==> src/rtl/aes_pkg.sv <==
// Shared AES definitions used by the encryptor, load-side and collector blocks.
// The collector's two-state FSM type is here so checkers can bind to it by name.
package aes_pkg;

    localparam int AES_BLOCK_W = 128;
    localparam int AES_BYTES   = 16;
    localparam int AES_IDX_W   = 4;

    typedef logic [AES_IDX_W-1:0] aes_idx_t;

    localparam aes_idx_t AES_LAST_IDX = aes_idx_t'(AES_BYTES - 1);

    typedef enum logic {
        ST_IDLE    = 1'b0,
        ST_COLLECT = 1'b1
    } col_state_t;

    // Byte 0 of a block lands in the most significant byte of the 128-bit word.
    function automatic int unsigned byte_lsb(input aes_idx_t idx);
        return 8 * (AES_BYTES - 1 - int'(idx));
    endfunction

endpackage

==> src/rtl/ct_fifo.sv <==
// Synchronous FIFO holding completed ciphertext blocks.
// A push while full is taken only when a pop happens on the same edge.
module ct_fifo #(
    parameter int WIDTH = 128,
    parameter int DEPTH = 2
) (
    input  logic             clk,
    input  logic             rst,
    input  logic             push_i,
    input  logic [WIDTH-1:0] push_data_i,
    input  logic             pop_i,
    output logic [WIDTH-1:0] pop_data_o,
    output logic             full_o,
    output logic             empty_o
);

    localparam int PW = $clog2(DEPTH);

    logic [PW:0]      wr_ptr_q, wr_ptr_d;
    logic [PW:0]      rd_ptr_q, rd_ptr_d;
    logic [WIDTH-1:0] mem_q [DEPTH];
    logic             wr_en;
    logic             rd_en;

    // Extra pointer MSB separates the full and empty cases when the indices match.
    assign empty_o = (wr_ptr_q == rd_ptr_q);
    assign full_o  = (wr_ptr_q[PW] != rd_ptr_q[PW]) &&
                     (wr_ptr_q[PW-1:0] == rd_ptr_q[PW-1:0]);

    assign rd_en = pop_i && !empty_o;
    assign wr_en = push_i && (!full_o || rd_en);

    always_comb begin
        wr_ptr_d = wr_ptr_q;
        rd_ptr_d = rd_ptr_q;
        if (wr_en) wr_ptr_d = wr_ptr_q + 1'b1;
        if (rd_en) rd_ptr_d = rd_ptr_q + 1'b1;
    end

    always_ff @(posedge clk) begin
        if (rst) begin
            wr_ptr_q <= '0;
            rd_ptr_q <= '0;
        end else begin
            wr_ptr_q <= wr_ptr_d;
            rd_ptr_q <= rd_ptr_d;
        end
    end

    always_ff @(posedge clk) begin
        if (wr_en) mem_q[wr_ptr_q[PW-1:0]] <= push_data_i;
    end

    assign pop_data_o = empty_o ? '0 : mem_q[rd_ptr_q[PW-1:0]];

endmodule

==> src/rtl/aes_ct_collector.sv <==
// Rebuilds 128-bit ciphertext blocks from the encryptor's byte stream, buffers them
// and delivers them on a valid/ready port, with block count and sticky error flags.
module aes_ct_collector
    import aes_pkg::*;
#(
    parameter int DEPTH = 2,
    parameter int CNT_W = 16
) (
    input  logic                   clk,
    input  logic                   rst,
    input  logic [7:0]             in_byte,
    input  logic                   in_valid,
    output logic [AES_BLOCK_W-1:0] m_data,
    output logic                   m_valid,
    input  logic                   m_ready,
    output logic [CNT_W-1:0]       blk_count,
    output logic                   frame_err,
    output logic                   overflow,
    input  logic                   clr_err,
    output logic                   busy,
    output col_state_t             dbg_state
);

    // Output handshake: a block transfers on every edge where m_valid && m_ready;
    // m_data is held while m_valid && !m_ready. There is no backpressure on the input.

    col_state_t             state_q, state_d;
    aes_idx_t               cnt_q, cnt_d;
    logic [AES_BLOCK_W-1:0] asm_q, asm_d;
    logic [CNT_W-1:0]       blk_count_q, blk_count_d;
    logic                   frame_err_q, frame_err_d;
    logic                   overflow_q, overflow_d;

    logic                   push_vld;
    logic                   frame_set;
    logic                   push_acc;
    logic                   pop;
    logic                   fifo_full;
    logic                   fifo_empty;
    logic [AES_BLOCK_W-1:0] push_data;

    always_ff @(posedge clk) begin
        if (rst) begin
            state_q     <= ST_IDLE;
            cnt_q       <= '0;
            asm_q       <= '0;
            blk_count_q <= '0;
            frame_err_q <= 1'b0;
            overflow_q  <= 1'b0;
        end else begin
            state_q     <= state_d;
            cnt_q       <= cnt_d;
            asm_q       <= asm_d;
            blk_count_q <= blk_count_d;
            frame_err_q <= frame_err_d;
            overflow_q  <= overflow_d;
        end
    end

    always_comb begin
        state_d = state_q;
        cnt_d   = cnt_q;
        asm_d   = asm_q;
        case (state_q)
            ST_IDLE: begin
                if (in_valid) begin
                    asm_d[byte_lsb(cnt_q) +: 8] = in_byte;
                    cnt_d   = cnt_q + 4'd1;
                    state_d = ST_COLLECT;
                end
            end
            ST_COLLECT: begin
                if (!in_valid || cnt_q == AES_LAST_IDX) begin
                    cnt_d   = '0;
                    state_d = ST_IDLE;
                end else begin
                    asm_d[byte_lsb(cnt_q) +: 8] = in_byte;
                    cnt_d = cnt_q + 4'd1;
                end
            end
            default: begin
                cnt_d   = '0;
                state_d = ST_IDLE;
            end
        endcase
    end

    always_comb begin
        push_vld  = 1'b0;
        frame_set = 1'b0;
        case (state_q)
            ST_IDLE:    push_vld  = 1'b0;
            ST_COLLECT: begin
                push_vld  = in_valid && (cnt_q == AES_LAST_IDX);
                frame_set = !in_valid;
            end
            default:    frame_set = 1'b0;
        endcase
    end

    assign push_data = {asm_q[AES_BLOCK_W-1:8], in_byte};
    assign pop       = !fifo_empty && m_ready;
    assign push_acc  = push_vld && (!fifo_full || pop);

    // A new error event on the same edge as clr_err keeps the flag set.
    always_comb begin
        blk_count_d = blk_count_q;
        frame_err_d = frame_err_q;
        overflow_d  = overflow_q;
        if (push_acc) blk_count_d = blk_count_q + 1'b1;
        if (clr_err) begin
            frame_err_d = 1'b0;
            overflow_d  = 1'b0;
        end
        if (frame_set) frame_err_d = 1'b1;
        if (push_vld && !push_acc) overflow_d = 1'b1;
    end

    ct_fifo #(
        .WIDTH (AES_BLOCK_W),
        .DEPTH (DEPTH)
    ) u_fifo (
        .clk         (clk),
        .rst         (rst),
        .push_i      (push_acc),
        .push_data_i (push_data),
        .pop_i       (pop),
        .pop_data_o  (m_data),
        .full_o      (fifo_full),
        .empty_o     (fifo_empty)
    );

    assign m_valid   = !fifo_empty;
    assign blk_count = blk_count_q;
    assign frame_err = frame_err_q;
    assign overflow  = overflow_q;
    assign busy      = (cnt_q != '0);
    assign dbg_state = state_q;

endmodule

==> config.mk <==
export PLATFORM = sky130hd
export DESIGN_NAME = aes_ct_collector
export DESIGN_NICKNAME = d
export VERILOG_FILES = /design/src/rtl/aes_pkg.sv /design/src/rtl/ct_fifo.sv /design/src/rtl/aes_ct_collector.sv
export SDC_FILE = /design/constraint.sdc
export NUM_CORES = 1
export LEC_CHECK = 0
export CORE_MARGIN = 3
export CORE_UTILIZATION = 57
export DETAILED_ROUTE_END_ITERATION = 10
export HOLD_SLACK_MARGIN = 0.06
export PLACE_DENSITY = 0.8
export SYNTH_ARGS = -nofsm -noshare
export SYNTH_HDL_FRONTEND = slang
export SYNTH_SLANG_ARGS = --single-unit
export TNS_END_PERCENT = 1
==> constraint.sdc <==
create_clock -name clk -period 10.7 [get_ports clk]
set_clock_uncertainty 0.15 [all_clocks]
set_input_delay 2.14 -clock clk [delete_from_list [all_inputs] [get_ports clk]]
set_output_delay 2.14 -clock clk [all_outputs]
set_load 0.1 [all_outputs]
Word-level counts from Yosys, hierarchy flattened
Memory sizes are Yosys's and may differ from the RTL's. A register that Yosys moved wholly into a read port is not among the register bits.
Index checks and enable logic that the tools add are counted.
Widths: inputs -> output; s select.

operators by class
  eq/ne operators = 6
  bitwise logic cells = 1
  mux-type cells = 20
  reductions and logical operators = 18
  shifts and indexed selects = 2
  add/sub/neg operators = 6

operators with widths
  kind                      number
  $mux 128                  3
  $pmux 128 s2              1
  $bwmux 128                1
  $shift 8x34->128 const A  1
  $shiftx 8x34->128         1
  $neg 32->34               1
  $add 16x1->16 const B     1
  $mux 1                    10
  $mux 4                    2
  $pmux 4 s2                1
  $logic_and 1x1->1         7
  $sub 4x4->5 const A       1
  $add 2x1->2 const B       2
  $add 4x1->4 const B       1
  $eq 4x4->1 const B        1
  $logic_not 1->1           4
  $ne 2x2->1 const B        2
  $pmux 1 s2                2
  $reduce_bool 2->1         2
  $reduce_bool 4->1         1
  $logic_or 1x1->1          3
  $eq 2x2->1                1
  $reduce_and 2->1          1
  $eq 1x1->1                1
  2 further kinds           2

word-level totals
  input port bits = 13
  memory bits (writable) = 256
  word-level logic and storage cells = 62
  register bits after elaboration = 155
  output and inout port bits = 149
  memories = 1

memory list
  name          depth  bits a word  read ports  clocked after memory_dff  write ports  line           text
  u_fifo.mem_q  2      128          1           1                         1            ct_fifo.sv:21  logic [WIDTH-1:0] mem_q [DEPTH];

Depth between registers and ports, before layout
Gate-level depths: netlist of run 1.

  word-level depth = 8
  depth in mapped cells = 9
  depth with buffers taken out = 6

Cells and area by module
Synthesis of run 1 repeated with hierarchy kept, for this count alone.

unflattened totals
  cell total of the unflattened synthesis = 1322
  area total of the unflattened synthesis = 16300.6 µm²

modules (own cells, without submodules)
  module            times used  seq. area each (µm²)  area each (µm²)  cells an instance
  ct_fifo           1           7787.5                9958.3           575
  aes_ct_collector  1           2862.7                6342.3           747

Worst setup path after synthesis of run 1
Ideal clock, no wire load.

  path type = input to register
  start point = in in_valid
  end point = mem u_fifo.mem_q[0][0] (enable)
  required time = 9.933 ns
  cell stages on the path = 5
  setup time = 0.617 ns
  path buffers = 3
  slack = 1.860 ns
  arrival time = 8.073 ns
  path through = buf_2 > o311ai_1 > buf_2 > buf_2 > nor2_1

between the ends
  longest elaborated chain between the ends = 6

ends and longest elaborated chain
  item                          line                     text
  from (decl)                   aes_ct_collector.sv:12   input logic in_valid,
  $logic_and 1x1->1             aes_ct_collector.sv:94   push_vld = in_valid && (cnt_q == AES_LAST_IDX);
  $pmux 1 s2                    aes_ct_collector.sv:91   case (state_q)
  $logic_and 1x1->1             aes_ct_collector.sv:103  assign push_acc = push_vld && (!fifo_full || pop);
  $logic_and 1x1->1             ct_fifo.sv:31            assign wr_en = push_i && (!full_o || rd_en);
  $mux 1                        ct_fifo.sv:51            if (wr_en) mem_q[wr_ptr_q[PW-1:0]] <= push_data_i;
  $mux 1 (not written as such)  ct_fifo.sv:51
  to (decl)                     ct_fifo.sv:21

Every way passes these cells.

==> summary.txt, run 1 <==
Status
  – Status: completed

Critical path
  – Crit path max fanout: 49
  – Startpoint types: flip-flop
  – Critical R2R Launch: cnt_q[0]
  – Kind of critical path: flip-flop to primary output
  – R2R cell count: 6
  – Req. time, crit path: between 8 and 9 ns
  – CP Capture Type: primary output
  – R2R Path End: u_fifo.mem_q[0][38]
  – R2R setup slack: 5.98 ns
  – Slowest cell on crit path: clkdlybuf4s50_1
  – Cell count along the critical path: 4
  – Critical path endpoint: m_data[38]
  – Critical Path AT: 3.85 ns
  – Critical-path cell list: buf_4 > mux2i_1 > nor2_1 > clkdlybuf4s50_1
  – Buf/Inv on CP: 2
  – CP delay by family, top: buffers and inverters
  – CP max stage delay: 1.19 ns

Pwr
  – Peak supply drop: 0.157 mV
  – P_leak: between 6 and 7 nW
  – Power Dens Cells: 161 nW/um2
  – PnR Total Power: 3.06 mW

Layout
  – Multi-input logic area: 4910 um2
  – Antenna diode count: 0
  – FF+latch area: 10,700 um2
  – Area Overhead vs Synth: 19.5%
  – Filler Cell Count: 1,931
  – Nets: approximately 1,400
  – Share of post-route cells with drive strength above 1: 6.56%

Global route
  – Global Route Usage Sum: a little under a quarter
  – Grt ovf: 0
  – Global-route wire length before repair: 56,400 um
  – Largest net degree at the start of global routing: 80
  – Vias in the first global route: ~10,000
  – Initial antenna violation count: 0

Drt
  – Iter 0 DRT Violations: 1,046
  – Met3 WL: approximately 2600 um
  – Via count: 10,426
  – Antenna-violating nets left: 0
  – Via density: 5.83
  – WL/cell: 19.9 um
  – Residual DRC: 0
  – Met2 wire length: 17,800 um
  – Wire length on met1: 14,300 um
  – Post-Route WL: 35,600 um
  – DR top layer: met4
  – Initial DRT Pass Iterations: 6

Yosys
  – Top-area cell type share of the netlist area: 48.4%
  – Synth cell count leaders: edfxtp_1 (256), nor2_1 (187), mux2i_1 (170)
  – Synth cell types: 55
  – Post-synth ARST share: 0%
  – Primary FF master, synth: edfxtp_1
  – Cell count after synthesis: 1,257
  – Synthesis Warnings: 0
  – Number of synthesized flops with an enable pin: ~260
  – Mean Syn Cell Area: 12.6 um2
  – Synth Register Bits: 404
  – Sequential area share after synthesis: 67.0%
  – Most numerous cell in the Yosys netlist: edfxtp_1
  – Yosys top cell by area: edfxtp_1
  – Syn nets: 1,274
  – Area contributors post-synth: edfxtp_1 (48%), dfxtp_1 (19%), mux2i_1 (11%)
  – Synthesized cell area: 15,900 um2

Timing
  – Setup Total Neg Slack: 0 ns
  – Max Fclk: 163 MHz
  – Hold Vio Cnt, Final: 0
  – Worst-Margin Slew: about 1.3 ns
  – Crit path time final: 6.14 ns
  – RSZ-0062 raised after global routing: no
  – Fin crit share: between 50% and 60%
  – Final Slew Violations: 0
  – Slack of the critical path: around 4.6 ns
  – Endpoints failing setup: 0
  – Slew Limit Headroom: 11.0%

Placement
  – RePlAce Congestion: 0.831
  – Port bufs: ~160
  – DP HPWL: 22,200 um
  – Pre-CTS setup slack: 4.58 ns

Die
  – Die height: 173 um
  – Num rows: 60
  – IO Pins: between 150 and 200
  – Initial core utilization: 58.5%
  – Full die area: 29,900 um2
  – Die width: 173 um
  – Placeable Area: 27,200 um2

Clocking
  – Htree depth: 2
  – Clk sinks: approximately 400
  – Worst-path clk slew: roughly 0.070 ns
  – CTS tree: built
  – Number of buffers created by CTS: 39
  – Clk buf depth: 3
  – CTS resizes: 0
  – # Post-CTS Setup Buffers: 0
  – Worst-Skew Late Latency: 0.52 ns
  – Hold_buf cts: 0
  – Root Driver: clkbuf_16

Worst hold path
  – HP Class: flip-flop to flip-flop

Run
  – MaxCap Viol Count: 0
==> where the power goes <==
part | total (mW) | switching (mW) | internal [mW]
Clock | 1.29 | 0.545 | 0.748
Sequential | 1.65 | 0.00505 | 1.64
Combinational | 0.117 | 0.0902 | 0.0272
Total | 3.06 | 0.640 | 2.42
==> placed cells by master (no fill, tap or decap), types with 3 or more instances in the layout <==
cell	Yosys	routed
clkbuf_1	66	11
nor2_1	187	184
nand2b_1	13	13
nor4b_1	8	8
nor2b_1	17	17
buf_4	1	16
nor2_4	0	3
nor3b_1	4	3
and2_1	6	6
o31ai_1	12	12
edfxtp_1	256	256
nand4_1	44	44
or2_2	3	3
a21oi_1	100	100
nand3_1	39	39
ha_1	4	4
dfxtp_1	148	147
mux2i_1	170	170
nand2_1	29	29
clkbuf_16	0	40
clkbuf_8	0	5
o21ai_0	61	61
clkdlybuf4s50_1	0	160
clkinv_2	0	7
or4_1	15	15
and4_1	3	3
inv_1	7	7
clkinv_1	0	3
and3_1	4	4
xor2_1	6	6
==> area by class of cell <==
class / instances / share of cell area, %
clock buffers: 56 / 5.85
inverters: 8 / 0.158
multi-input cells: 760 / 25.9
well taps: 372 / 2.45
clock inverters: 13 / 0.507
repair buffers: 176 / 9.07
flip-flops and latches: 404 / 56.1
==> sequential cells by signal, summed over array words and instances, names as in the netlist, named ones only <==
| register | cells |
|---|---|
| u_fifo.wr_ptr_q | 2 |
| dbg_state | 1 |
| cnt_q | 4 |
| blk_count | 16 |
| frame_err | 1 |
| u_fifo.rd_ptr_q | 2 |
| overflow | 1 |
| u_fifo.mem_q | 256 |
| asm_q | 120 |
==> per-layer routing <==
layer,vias to the layer above,global-route usage [%]
met4,0,6.69
li1,4884,-
met3,79,4.06
met5,-,0
met1,5031,31.2
met2,432,39.9
==> metrics by stage <==
stage / hold WS (ns) / utilization [%] / cells / cell area (um2)
finish: 0.298 / 69.9 / 1789 / 19000
global route: 0.313 / 69.9 / 1789 / 19000
CTS: 0.296 / 69.9 / 1789 / 19000
detailed placement: 0.284 / 65.4 / 1720 / 17800
global placement: 0.276 / 65.4 / 1720 / 17800
floorplan: 0.269 / - / 1257 / 15900
==> how the worst min path moves through the flow <==
stage,startpoint,to,slack [ns],cells past startpoint
2_1_floorplan,asm_q[100],u_fifo.mem_q[0][100],0.27,0
3_3_place_gp,asm_q[113],u_fifo.mem_q[1][113],0.28,0
4_1_cts,asm_q[113],u_fifo.mem_q[0][113],0.30,0
6_report,asm_q[28],u_fifo.mem_q[0][28],0.30,0
5_1_grt,asm_q[27],u_fifo.mem_q[0][27],0.31,0
3_5_place_dp,asm_q[114],u_fifo.mem_q[0][114],0.28,0
==> logic make-up after synthesis <==
kind of cell               synth area share [%]
AOI/OAI and AO/OA                          6.81
adders and majority gates                 0.315
xor gates and xnor gates                  0.543
DFF                                        67.0
and+or+nand+nor                            12.3
muxes                                      10.7
buffers and inverters                      2.33
No activity file was read; power rests on OpenSTA's default activity.
==> run 2, diff against run 1 <==
Settings changed: CORE_UTILIZATION 57 to 51, PLACE_DENSITY 0.8 to 0.76.
Clock period 10.7 ns to 5.6 ns, I/O delays scaled along.
==> run 2 against run 1 <==
Effect of this change:
- first-iteration DRC count is 19% lower
- sequential share of layout area is 0.44 points lower
- worst setup slack worse by 3.5 ns
- worst hold slack worse by 0.0037 ns
- global-route usage is 2.7 points lower
- largest power group unchanged
- flip-flop and latch count stayed put
- design area is 0.80% higher
- sequential power is 91% higher
- highest routed layer unchanged
- register-to-register slack worse by 4.2 ns
- non-clock buffer count is 2 higher
==> summary.txt, run 2 (synthesis results as in run 1) <==
Clocking
  – Worst-Skew Late Latency: around 0.53 ns
  – Clk buf depth: 3
  – CTS resizes: 0
  – Root Driver: clkbuf_16
  – Worst-path clk slew: approximately 0.060 ns
  – CTS tree: built
  – Hold_buf cts: 0
  – Clk sinks: 404
  – # Post-CTS Setup Buffers: 0
  – Number of buffers created by CTS: 40
  – Htree depth: 2

Critical path
  – R2R Path End: asm_q[74]
  – R2R setup slack: 1.81 ns
  – Critical Path AT: 3.27 ns
  – Critical R2R Launch: cnt_q[0]
  – Startpoint types: flip-flop
  – R2R cell count: 5
  – Kind of critical path: flip-flop to primary output
  – Crit path max fanout: 129
  – Req. time, crit path: roughly 4.3 ns
  – CP Capture Type: primary output

Worst hold path
  – HP Class: flip-flop to flip-flop
  – HP Start: asm_q[53]
  – Worst min-delay path endpoint: u_fifo.mem_q[1][53]
  – Worst Hold Depth: 0

Die
  – Die width: about 180 um
  – Die height: 183 um
  – Initial core utilization: 52.6%
  – Full die area: approximately 33,000 um2
  – IO Pins: 162
  – Placeable Area: 30,200 um2
  – Num rows: 63

Timing
  – Endpoints failing setup: 0
  – Slew Limit Headroom: 13.5%
  – Setup Total Neg Slack: 0 ns
  – Fin crit share: 81.1%
  – Final Slew Violations: 0
  – Hold Vio Cnt, Final: 0
  – RSZ-0062 raised after global routing: no
  – Worst-Margin Slew: roughly 1.3 ns
  – Max Fclk: 220 MHz
  – Crit path time final: 4.54 ns

Pwr
  – Power Dens Cells: 311 nW/um2
  – Cell internal pwr: 4.69 mW
  – PnR Total Power: 5.95 mW
  – Switching share of power: 21.1%
  – Peak supply drop: just over 0.2 mV
  – P_leak: between 6 and 7 nW
  – Sw Pwr: 1.26 mW
  – Seq pwr share: a little over half
  – Clock network fraction of design power: 43.3%
  – Gate power share: under 10%

Layout
  – FF+latch area: 10,700 um2
  – Multi-input logic area: 4910 um2
  – Commonest cells after routing, fill and taps aside: edfxtp_1 (256), nor2_1 (184), mux2i_1 (170)
  – Max reg flops: 256
  – Filler Cell Count: about 2,300
  – Share of post-route cells with drive strength above 1: a little under 7%
  – Area Overhead vs Synth: 20.5%
  – Commonest non-fill, non-tap cell in the layout: edfxtp_1
  – Antenna diode count: 0
  – Nets: 1,409

Drt
  – WL/cell: 19.2 um
  – Post-Route WL: 34,900 um
  – Antenna-violating nets left: 0
  – Via count: 10,293
  – Iter 0 DRT Violations: 843
  – Initial DRT Pass Iterations: 5
  – Residual DRC: 0
  – Via density: 5.67

Global route
  – Largest net degree at the start of global routing: between 100 and 150
  – Grt ovf: 0
  – Global-route wire length before repair: 54,900 um
  – Initial antenna violation count: 0
  – Global Route Usage Sum: 20.7%
  – Vias in the first global route: 10,119

Status
  – Status: completed

Placement
  – DP HPWL: roughly 22,000 um
  – RePlAce Congestion: 0.829
  – Port bufs: 161

Run
  – MaxCap Viol Count: 0
[run 2: cell types whose count changed in the layout (fill, tap and decap cells not counted), moves of 2 or more]
cell / previous run / this run
buf_12: 0 / 4
buf_4: 16 / 14
clkbuf_8: 5 / 7
clkinv_1: 3 / 5
clkinv_2: 7 / 4
[run 2: metrics by stage]
| step | std cells | hold slack, ns | utilization, % | setup slack (ns) | instance area, um2 |
|---|---|---|---|---|---|
| after floorplan | 1257 | 0.269 | - | -0.122 | 15900 |
| after global placement | 1740 | 0.278 | 59.2 | 1.69 | 17900 |
| after detailed placement | 1740 | 0.283 | 59.2 | 1.64 | 17900 |
| after CTS | 1814 | 0.295 | 63.4 | 1.07 | 19100 |
| after global routing | 1814 | 0.313 | 63.4 | 0.988 | 19100 |
| final | 1814 | 0.294 | 63.4 | 1.06 | 19100 |
[run 2: area by class of cell]
class | count | area share, %
Clock buffer | 59 | 6.09
Clock inverter | 15 | 0.582
Multi-Input combinational cell | 760 | 25.6
Tap cell | 390 | 2.55
Timing Repair Buffer | 178 | 9.33
Sequential cell | 404 | 55.7
Inverter | 8 | 0.157
[run 2: worst max path at each step]
| stage | startpoint | end | slack (ns) |
|---|---|---|---|
| 2_1_floorplan | dbg_state | u_fifo.mem_q[0][0] | -0.12 |
| 6_report | u_fifo.wr_ptr_q[0] | m_data[80] | 1.06 |
| 3_3_place_gp | u_fifo.wr_ptr_q[0] | m_data[80] | 1.69 |
| 3_5_place_dp | in_valid | u_fifo.mem_q[1][58] | 1.64 |
| 5_1_grt | u_fifo.wr_ptr_q[0] | m_data[80] | 0.99 |
| 4_1_cts | u_fifo.wr_ptr_q[0] | m_data[80] | 1.07 |
[run 2: power by group through the flow]
| stage | combinational (mW) | clock (mW) | sequential (mW) |
|---|---|---|---|
| 2_1_floorplan | 0.145 | 0 | 3.22 |
| 4_1_cts | 0.221 | 2.62 | 3.15 |
| 3_5_place_dp | 0.220 | 0 | 3.22 |
| 6_report | 0.223 | 2.57 | 3.15 |
| 3_3_place_gp | 0.219 | 0 | 3.21 |
| 5_1_grt | 0.235 | 2.73 | 3.15 |
[run 2: layer usage]
layer / up-vias / GRT usage, % / wire length [um]
li1: 4897 / - / -
met1: 4974 / 27.4 / 14500
met2: 343 / 34.3 / 17100
met3: 79 / 3.87 / 2220
met4: 0 / 7.40 / 1080
met5: - / 0 / 0
[run 2: worst max-delay path: stages, from the launching register on]
cell and delay (ns):
dfxtp_1 0.42, xor2_1 0.49, nor2_4 0.09, buf_12 0.25
nor2_1 0.28, clkdlybuf4s50_1 1.19
